<file path="config.mk">
export PLATFORM = sky130hd
export DESIGN_NAME = apu_inflight_tracker
export DESIGN_NICKNAME = d
export VERILOG_FILES = /design/src/rtl/apu_inflight_tracker_pkg.sv /design/src/rtl/apu_inflight_tracker_tag.sv /design/src/rtl/apu_inflight_tracker.sv
export SDC_FILE = /design/constraint.sdc
export NUM_CORES = 1
export LEC_CHECK = 0
export CAP_MARGIN = 30
export CORE_MARGIN = 3
export CORE_UTILIZATION = 27
export CTS_BUF_LIST = sky130_fd_sc_hd__clkbuf_4
export CTS_CLUSTER_DIAMETER = 50
export DETAILED_ROUTE_END_ITERATION = 8
export DONT_BUFFER_PORTS = 1
export SLEW_MARGIN = 0
export SYNTH_ARGS = -nofsm -noshare
export SYNTH_HDL_FRONTEND = slang
export SYNTH_SLANG_ARGS = --single-unit
</file>
<file path="constraint.sdc">
create_clock -name clk -period 8.49 [get_ports clk]
set_clock_uncertainty 0.15 [all_clocks]
set_input_delay 2.547 -clock clk [delete_from_list [all_inputs] [get_ports clk]]
set_output_delay 2.547 -clock clk [all_outputs]
set_load 0.01 [all_outputs]
</file>
<file path="src/rtl/apu_inflight_tracker_pkg.sv">
// Shared APU core definitions: flag width, default in-flight depth and the
// writeback FSM state encoding used by the in-flight tracker.
package apu_inflight_tracker_pkg;

  localparam int unsigned APU_FLAGS_W       = 5;
  localparam int unsigned APU_DEPTH_DEFAULT = 4;

  typedef enum logic [1:0] {
    WB_EMPTY = 2'd0,  // output stage free
    WB_OUT   = 2'd1,  // output stage holds a result
    WB_SKID  = 2'd2   // output stage and skid register both hold results
  } wb_state_e;

endpackage

</file>
<file path="src/rtl/apu_inflight_tracker_tag.sv">
// In-order tag FIFO holding destination addresses of issued APU operations.
// Besides push/pop it exposes a flat valid/address view of every slot so the
// parent can run hazard compares against all outstanding destinations.
module apu_tag_fifo #(
  parameter  int DEPTH = 4,
  parameter  int W     = 6,
  localparam int PTR_W = $clog2(DEPTH),
  localparam int CNT_W = $clog2(DEPTH + 1)
) (
  input  logic               clk,
  input  logic               rst_n,
  input  logic               push_i,
  input  logic [W-1:0]       data_i,
  input  logic               pop_i,
  output logic               full_o,
  output logic               empty_o,
  output logic [CNT_W-1:0]   count_o,
  output logic [W-1:0]       head_o,
  output logic [DEPTH-1:0]   valid_o,
  output logic [DEPTH*W-1:0] addr_o
);

  logic [PTR_W-1:0] wr_ptr_q, wr_ptr_d;
  logic [PTR_W-1:0] rd_ptr_q, rd_ptr_d;
  logic [CNT_W-1:0] count_q, count_d;
  logic [DEPTH-1:0] vld_q, vld_d;
  logic [W-1:0]     mem_q [DEPTH];
  logic             push_ok, pop_ok;

  assign full_o  = (count_q == CNT_W'(DEPTH));
  assign empty_o = (count_q == '0);
  assign count_o = count_q;
  assign head_o  = mem_q[rd_ptr_q];
  assign valid_o = vld_q;

  // Full/empty come from the registered count, so a same-cycle pop never
  // frees room for a push into a full FIFO.
  assign push_ok = push_i & ~full_o;
  assign pop_ok  = pop_i & ~empty_o;

  // Next-state for pointers, occupancy and per-slot valid bits; pointers
  // wrap naturally because DEPTH is a power of two.
  always_comb begin
    wr_ptr_d = wr_ptr_q;
    rd_ptr_d = rd_ptr_q;
    count_d  = count_q;
    vld_d    = vld_q;
    if (push_ok) begin
      wr_ptr_d        = wr_ptr_q + PTR_W'(1);
      vld_d[wr_ptr_q] = 1'b1;
    end
    if (pop_ok) begin
      rd_ptr_d        = rd_ptr_q + PTR_W'(1);
      vld_d[rd_ptr_q] = 1'b0;
    end
    case ({push_ok, pop_ok})
      2'b10:   count_d = count_q + CNT_W'(1);
      2'b01:   count_d = count_q - CNT_W'(1);
      default: count_d = count_q;
    endcase
  end

  // Control state register, cleared asynchronously.
  always_ff @(posedge clk or negedge rst_n) begin
    if (!rst_n) begin
      wr_ptr_q <= '0;
      rd_ptr_q <= '0;
      count_q  <= '0;
      vld_q    <= '0;
    end else begin
      wr_ptr_q <= wr_ptr_d;
      rd_ptr_q <= rd_ptr_d;
      count_q  <= count_d;
      vld_q    <= vld_d;
    end
  end

  // Address storage; validity is tracked separately so no reset is needed.
  always_ff @(posedge clk) begin
    if (push_ok) mem_q[wr_ptr_q] <= data_i;
  end

  // Flatten the storage for the hazard compare in the parent.
  always_comb begin
    addr_o = '0;
    for (int i = 0; i < DEPTH; i++) addr_o[i*W +: W] = mem_q[i];
  end

endmodule

</file>
<file path="src/rtl/apu_inflight_tracker.sv">
// Tracks APU operations between issue and register-file writeback: gates
// issue on tag-FIFO space, pairs returning results with their destination
// address in order, buffers writeback through an output stage plus skid
// register, and flags read-after-write hazards on pending destinations.
module apu_inflight_tracker
  import apu_inflight_tracker_pkg::*;
#(
  parameter  int DEPTH   = APU_DEPTH_DEFAULT,
  parameter  int WADDR_W = 6,
  parameter  int DATA_W  = 32,
  parameter  int FLAGS_W = APU_FLAGS_W,
  localparam int CNT_W   = $clog2(DEPTH + 1)
) (
  input  logic                 clk,
  input  logic                 rst_n,
  input  logic                 issue_valid_i,
  input  logic [WADDR_W-1:0]   issue_waddr_i,
  output logic                 issue_ready_o,
  output logic                 apu_req_o,
  input  logic                 apu_gnt_i,
  input  logic                 apu_rvalid_i,
  input  logic [DATA_W-1:0]    apu_result_i,
  input  logic [FLAGS_W-1:0]   apu_flags_i,
  output logic                 wb_valid_o,
  output logic [WADDR_W-1:0]   wb_waddr_o,
  output logic [DATA_W-1:0]    wb_wdata_o,
  output logic [FLAGS_W-1:0]   wb_flags_o,
  input  logic                 wb_ready_i,
  input  logic [3*WADDR_W-1:0] dep_raddr_i,
  output logic [2:0]           dep_hazard_o,
  output logic [CNT_W-1:0]     inflight_cnt_o,
  output logic                 err_spurious_o,
  output logic                 err_overflow_o
);

  logic                     fifo_full, fifo_empty;
  logic [CNT_W-1:0]         fifo_cnt;
  logic [WADDR_W-1:0]       head_waddr;
  logic [DEPTH-1:0]         fifo_vld;
  logic [DEPTH*WADDR_W-1:0] fifo_addr;
  logic                     rv_pop, spurious;

  wb_state_e          state_q, state_d;
  logic               load_out, out_from_skid, load_skid, overflow;
  logic [WADDR_W-1:0] out_waddr_q, skid_waddr_q;
  logic [DATA_W-1:0]  out_data_q, skid_data_q;
  logic [FLAGS_W-1:0] out_flags_q, skid_flags_q;
  logic               err_spurious_q, err_overflow_q;
  logic [CNT_W-1:0]   wb_cnt;
  logic [WADDR_W-1:0] raddr;
  logic               hit;

  assign apu_req_o     = issue_valid_i & ~fifo_full;
  assign issue_ready_o = apu_req_o & apu_gnt_i;
  assign rv_pop        = apu_rvalid_i & ~fifo_empty;
  assign spurious      = apu_rvalid_i & fifo_empty;

  apu_tag_fifo #(.DEPTH(DEPTH), .W(WADDR_W)) u_tag_fifo (
    .clk     (clk),
    .rst_n   (rst_n),
    .push_i  (issue_ready_o),
    .data_i  (issue_waddr_i),
    .pop_i   (rv_pop),
    .full_o  (fifo_full),
    .empty_o (fifo_empty),
    .count_o (fifo_cnt),
    .head_o  (head_waddr),
    .valid_o (fifo_vld),
    .addr_o  (fifo_addr)
  );

  // Writeback FSM next-state and datapath steering. A result arriving while
  // both stages are occupied and the port stalls is dropped (its tag is
  // still consumed).
  always_comb begin
    state_d       = state_q;
    load_out      = 1'b0;
    out_from_skid = 1'b0;
    load_skid     = 1'b0;
    overflow      = 1'b0;
    case (state_q)
      WB_EMPTY: begin
        if (rv_pop) begin
          state_d  = WB_OUT;
          load_out = 1'b1;
        end
      end
      WB_OUT: begin
        if (wb_ready_i) begin
          if (rv_pop) load_out = 1'b1;
          else        state_d  = WB_EMPTY;
        end else if (rv_pop) begin
          state_d   = WB_SKID;
          load_skid = 1'b1;
        end
      end
      WB_SKID: begin
        if (wb_ready_i) begin
          out_from_skid = 1'b1;
          if (rv_pop) load_skid = 1'b1;
          else        state_d   = WB_OUT;
        end else if (rv_pop) begin
          overflow = 1'b1;
        end
      end
      default: state_d = WB_EMPTY;
    endcase
  end

  // FSM state and error pulses; registered so they read 0 during reset.
  always_ff @(posedge clk or negedge rst_n) begin
    if (!rst_n) begin
      state_q        <= WB_EMPTY;
      err_spurious_q <= 1'b0;
      err_overflow_q <= 1'b0;
    end else begin
      state_q        <= state_d;
      err_spurious_q <= spurious;
      err_overflow_q <= overflow;
    end
  end

  // Output stage and skid payload; qualified by the FSM state, no reset.
  always_ff @(posedge clk) begin
    if (load_out) begin
      out_waddr_q <= head_waddr;
      out_data_q  <= apu_result_i;
      out_flags_q <= apu_flags_i;
    end else if (out_from_skid) begin
      out_waddr_q <= skid_waddr_q;
      out_data_q  <= skid_data_q;
      out_flags_q <= skid_flags_q;
    end
    if (load_skid) begin
      skid_waddr_q <= head_waddr;
      skid_data_q  <= apu_result_i;
      skid_flags_q <= apu_flags_i;
    end
  end

  assign wb_valid_o     = (state_q != WB_EMPTY);
  assign wb_waddr_o     = out_waddr_q;
  assign wb_wdata_o     = out_data_q;
  assign wb_flags_o     = out_flags_q;
  assign err_spurious_o = err_spurious_q;
  assign err_overflow_o = err_overflow_q;

  // Number of results buffered on the writeback side.
  always_comb begin
    case (state_q)
      WB_OUT:  wb_cnt = CNT_W'(1);
      WB_SKID: wb_cnt = CNT_W'(2);
      default: wb_cnt = '0;
    endcase
  end

  assign inflight_cnt_o = fifo_cnt + wb_cnt;

  // RAW hazard: operand matches any pending destination; x0 never hazards.
  always_comb begin
    dep_hazard_o = '0;
    raddr        = '0;
    hit          = 1'b0;
    for (int i = 0; i < 3; i++) begin
      raddr = dep_raddr_i[i*WADDR_W +: WADDR_W];
      hit   = 1'b0;
      for (int j = 0; j < DEPTH; j++) begin
        if (fifo_vld[j] && (fifo_addr[j*WADDR_W +: WADDR_W] == raddr)) hit = 1'b1;
      end
      if ((state_q != WB_EMPTY) && (out_waddr_q == raddr))  hit = 1'b1;
      if ((state_q == WB_SKID) && (skid_waddr_q == raddr))  hit = 1'b1;
      dep_hazard_o[i] = hit && (raddr != '0);
    end
  end

endmodule
</file>
==> results.md <==
- Outcome: completed
- Row cnt: 56
- Count leader, synth: edfxtp_1
- Crit path launch: dep_raddr_i[4]
- Average routed wire per standard cell: ~20 µm
- Worst EP arrival: around 3.7 ns
- RD Place Congestion: 0.879
- GRT Util Overall: 0.117
- Initial antenna violation count: 1
- Worst-path maximum fanout: 7
- Max rail drop VDD: ~0.10 mV
- Seq/Total Area, Yosys: 0.568
- DR vias/cell: 4.56
- Largest net degree at the start of global routing: 44
- PostCTS Resize Cnt: 0
- Post-route setup slack: around 2.1 ns
- Residual DRC count: 0
- LEAKAGE: roughly 2.4 nW
- NetSw: 0.695 mW
- DP Worst Slack: 2.11 ns
- I/O pin count: 121
- CP endpoint kind: output pin
- Setup TNS: 0 ns
- Post-CTS Hold Fix Bufs: 0
- Number of synthesized flops with an enable pin: 110
- Worst reg2reg startpoint: u_tag_fifo.count_o[0]$_DFFE_PN0P_
- Synthesized area per cell: between 15 and 20 µm²
- Routed Antenna Nets: 0
- Post-synth ARST share: 0.120
- Crit start category: primary input
- Worst-Margin Slew: between 0.7 and 0.8 ns
- Syn Nets: a little over 500
- Slew Limit Fails: 0
- PortBufs: 0
- Flop and latch count out of synthesis: 125
- Core area: 23500 µm²
- Worst-Skew Late Latency: 0.53 ns
- Top cells by area, synth: edfxtp_1, mux2_4, xnor2_1
- Rel. slew slack: 0.473
- Vias in the first global route: 3639
- Die area: between 20000 and 30000 µm²
- Worst-path clk slew: 0.12 ns
- Hold path start: skid_data_q[7]$_DFFE_PP_
- Synth Warn #: 0
- Comb pwr share: 0.276
- First DRT Iteration DRCs: 172
- Clk buf depth: 2
- Via count: 3458
- Area Overhead vs Synth: 9.03%
- Critical Path RT: ~5.8 ns
- Die W: 161 µm
- H-tree depth: 4
- Most used DFF post-synth: edfxtp_1
- Sequential power share: 0.502
- CTS tree: done
- Postcts setup bufs: 0
- Detailed Place HPWL: 11400 µm
- Share of cells above drive strength 1: 0.205
- Max_cap viols: 0
- Starting Density: 0.275
- Total Wirelength: 15100 µm
- Pint: 1.36 mW
- Clock sink count: approximately 130
- Unrepaired setup endpoints after global routing: false
- PD cells: approximately 300 nW/µm²
- First-pass GRT wire length: 22600 µm
- Synth cell types: 35
- Post-synth top area share: 0.510
- Total global routing overflow: 0
- Chip height: 161 µm
- Drt pass-1 iters: 4
- Post-synth top cells: edfxtp_1, xnor2_1, xor2_1
- Hold/Removal Path Class: reg2reg
- Final setup viols: 0
- Root Buffer: clkbuf_4
- Mapped Cells: 431
- Biggest area consumer among synthesized cells: edfxtp_1
- Crit path kind: in2out
- Fin Hold WS: 0.408 ns
- Total Nets Final: 509
- Max Fclk: roughly 0.16 GHz
- Sw frac: 0.337
- Period utilisation layout: 0.755
- Post-layout min period: 6.41 ns
- Final Hold Viols: 0
- Clk pwr share: 0.222
- Synth Cell Area: roughly 6500 µm²
- Num CTS Buffers: 17
[power groups by stage]
| stage | Sequential (mW) | Combinational (mW) | Clock [mW] |
|---|---|---|---|
| 6_report | 1.03 | 0.567 | 0.457 |
| 5_1_grt | 1.05 | 0.626 | 0.506 |
| 4_1_cts | 1.04 | 0.573 | 0.474 |
| 3_5_place_dp | 1.05 | 0.570 | 0 |
| 3_3_place_gp | 1.05 | 0.548 | 0 |
| 2_1_floorplan | 1.00 | 0.516 | 0 |
[routing by layer]
layer	GRT usage	up-vias	routed length [µm]
li1	-	1558	-
met1	0.133	1722	5890
met2	0.182	155	7140
met3	0.0611	23	1660
met4	0.0544	0	425
met5	0	-	0
[kinds of logic after synthesis]
logic type / after synthesis / share of synthesized area
AOI/OAI and AO/OA: 16 / 0.0166
muxes: 52 / 0.124
adders and majority gates: 16 / 0.0332
and+or+nand+nor: 64 / 0.0636
xor gates and xnor gates: 114 / 0.154
buffers and inverters: 44 / 0.0406
DFF: 125 / 0.568
[stage by stage]
step | utilization | std cells | cell area [µm²] | power, mW
3_3_place_gp | 0.285 | 725 | 6710 | 1.60
3_5_place_dp | 0.285 | 725 | 6710 | 1.62
4_1_cts | 0.299 | 757 | 7030 | 2.08
2_1_floorplan | - | 431 | 6470 | 1.52
5_1_grt | 0.300 | 759 | 7060 | 2.18
6_report | 0.300 | 759 | 7060 | 2.06
[sequential cells by signal, indices dropped and copies added (netlist names)]
signal and flops:
u_tag_fifo.mem_q 24, skid_data_q 32, u_tag_fifo.rd_ptr_q 2, u_tag_fifo.count_o 3
wb_flags_o 5, u_tag_fifo.valid_o 4, wb_wdata_o 32, skid_waddr_q 6
state_q 2, err_spurious_o 1, err_overflow_o 1, skid_flags_q 5
wb_waddr_o 6, u_tag_fifo.wr_ptr_q 2
[worst max-delay path, cell delays in order]
cell     delay (ns)
xor2_1         0.14
nor4_1         0.47
a41oi_1        0.19
a21oi_1        0.37
[path summary, 6_finish.rpt]
check | to | slack (ns) | cells past startpoint
worst min-delay path | wb_wdata_o[7]$_DFFE_PP_ | 0.41 | 1
worst min register to register | wb_wdata_o[7]$_DFFE_PP_ | 0.41 | 1
worst max-delay path | dep_hazard_o[0] | 2.08 | 4
worst max register to register | u_tag_fifo.count_o[1]$_DFFE_PN0P_ | 5.66 | 8
min in group asynchronous | u_tag_fifo.wr_ptr_q[0]$_DFFE_PN0N_ | 1.54 | 0
max in group asynchronous | u_tag_fifo.valid_o[3]$_DFF_PN0_ | 6.56 | 0
[cell type report]
type,instances,area (µm²)
Antenna cell,1,2.50
Clock buffer,18,135
Clock inverter,14,180
Fill cell,2358,16500
Inverter,17,63.8
Multi-Input combinational cell,262,2560
Sequential cell,125,3680
Tap cell,319,399
Timing Repair Buffer,3,42.5
[cells in the final DEF, fill, tap and decap left out, drive strengths merged]
master	Yosys	routed
diode	0	1
and3	5	5
mux2	43	43
a31oi	1	1
edfxtp	110	110
a21oi	4	4
bufinv	0	3
clkinvlp	0	2
clkbuf	2	18
nand2	3	3
xnor2	58	58
mux4	6	6
a211oi	2	2
mux2i	3	3
a2bb2oi	4	4
ha	14	14
o21ai	3	3
o21bai	1	1
or4	3	3
nand2b	2	2
xor2	56	56
fa	2	2
dfrtp	15	15
and2	2	2
nor2	4	4
nor4	21	21
buf	25	3
inv	16	22
a41oi	1	1
clkinv	1	4
nor3	7	7
nand4	17	17
No activity file was read; power rests on OpenSTA's default activity.
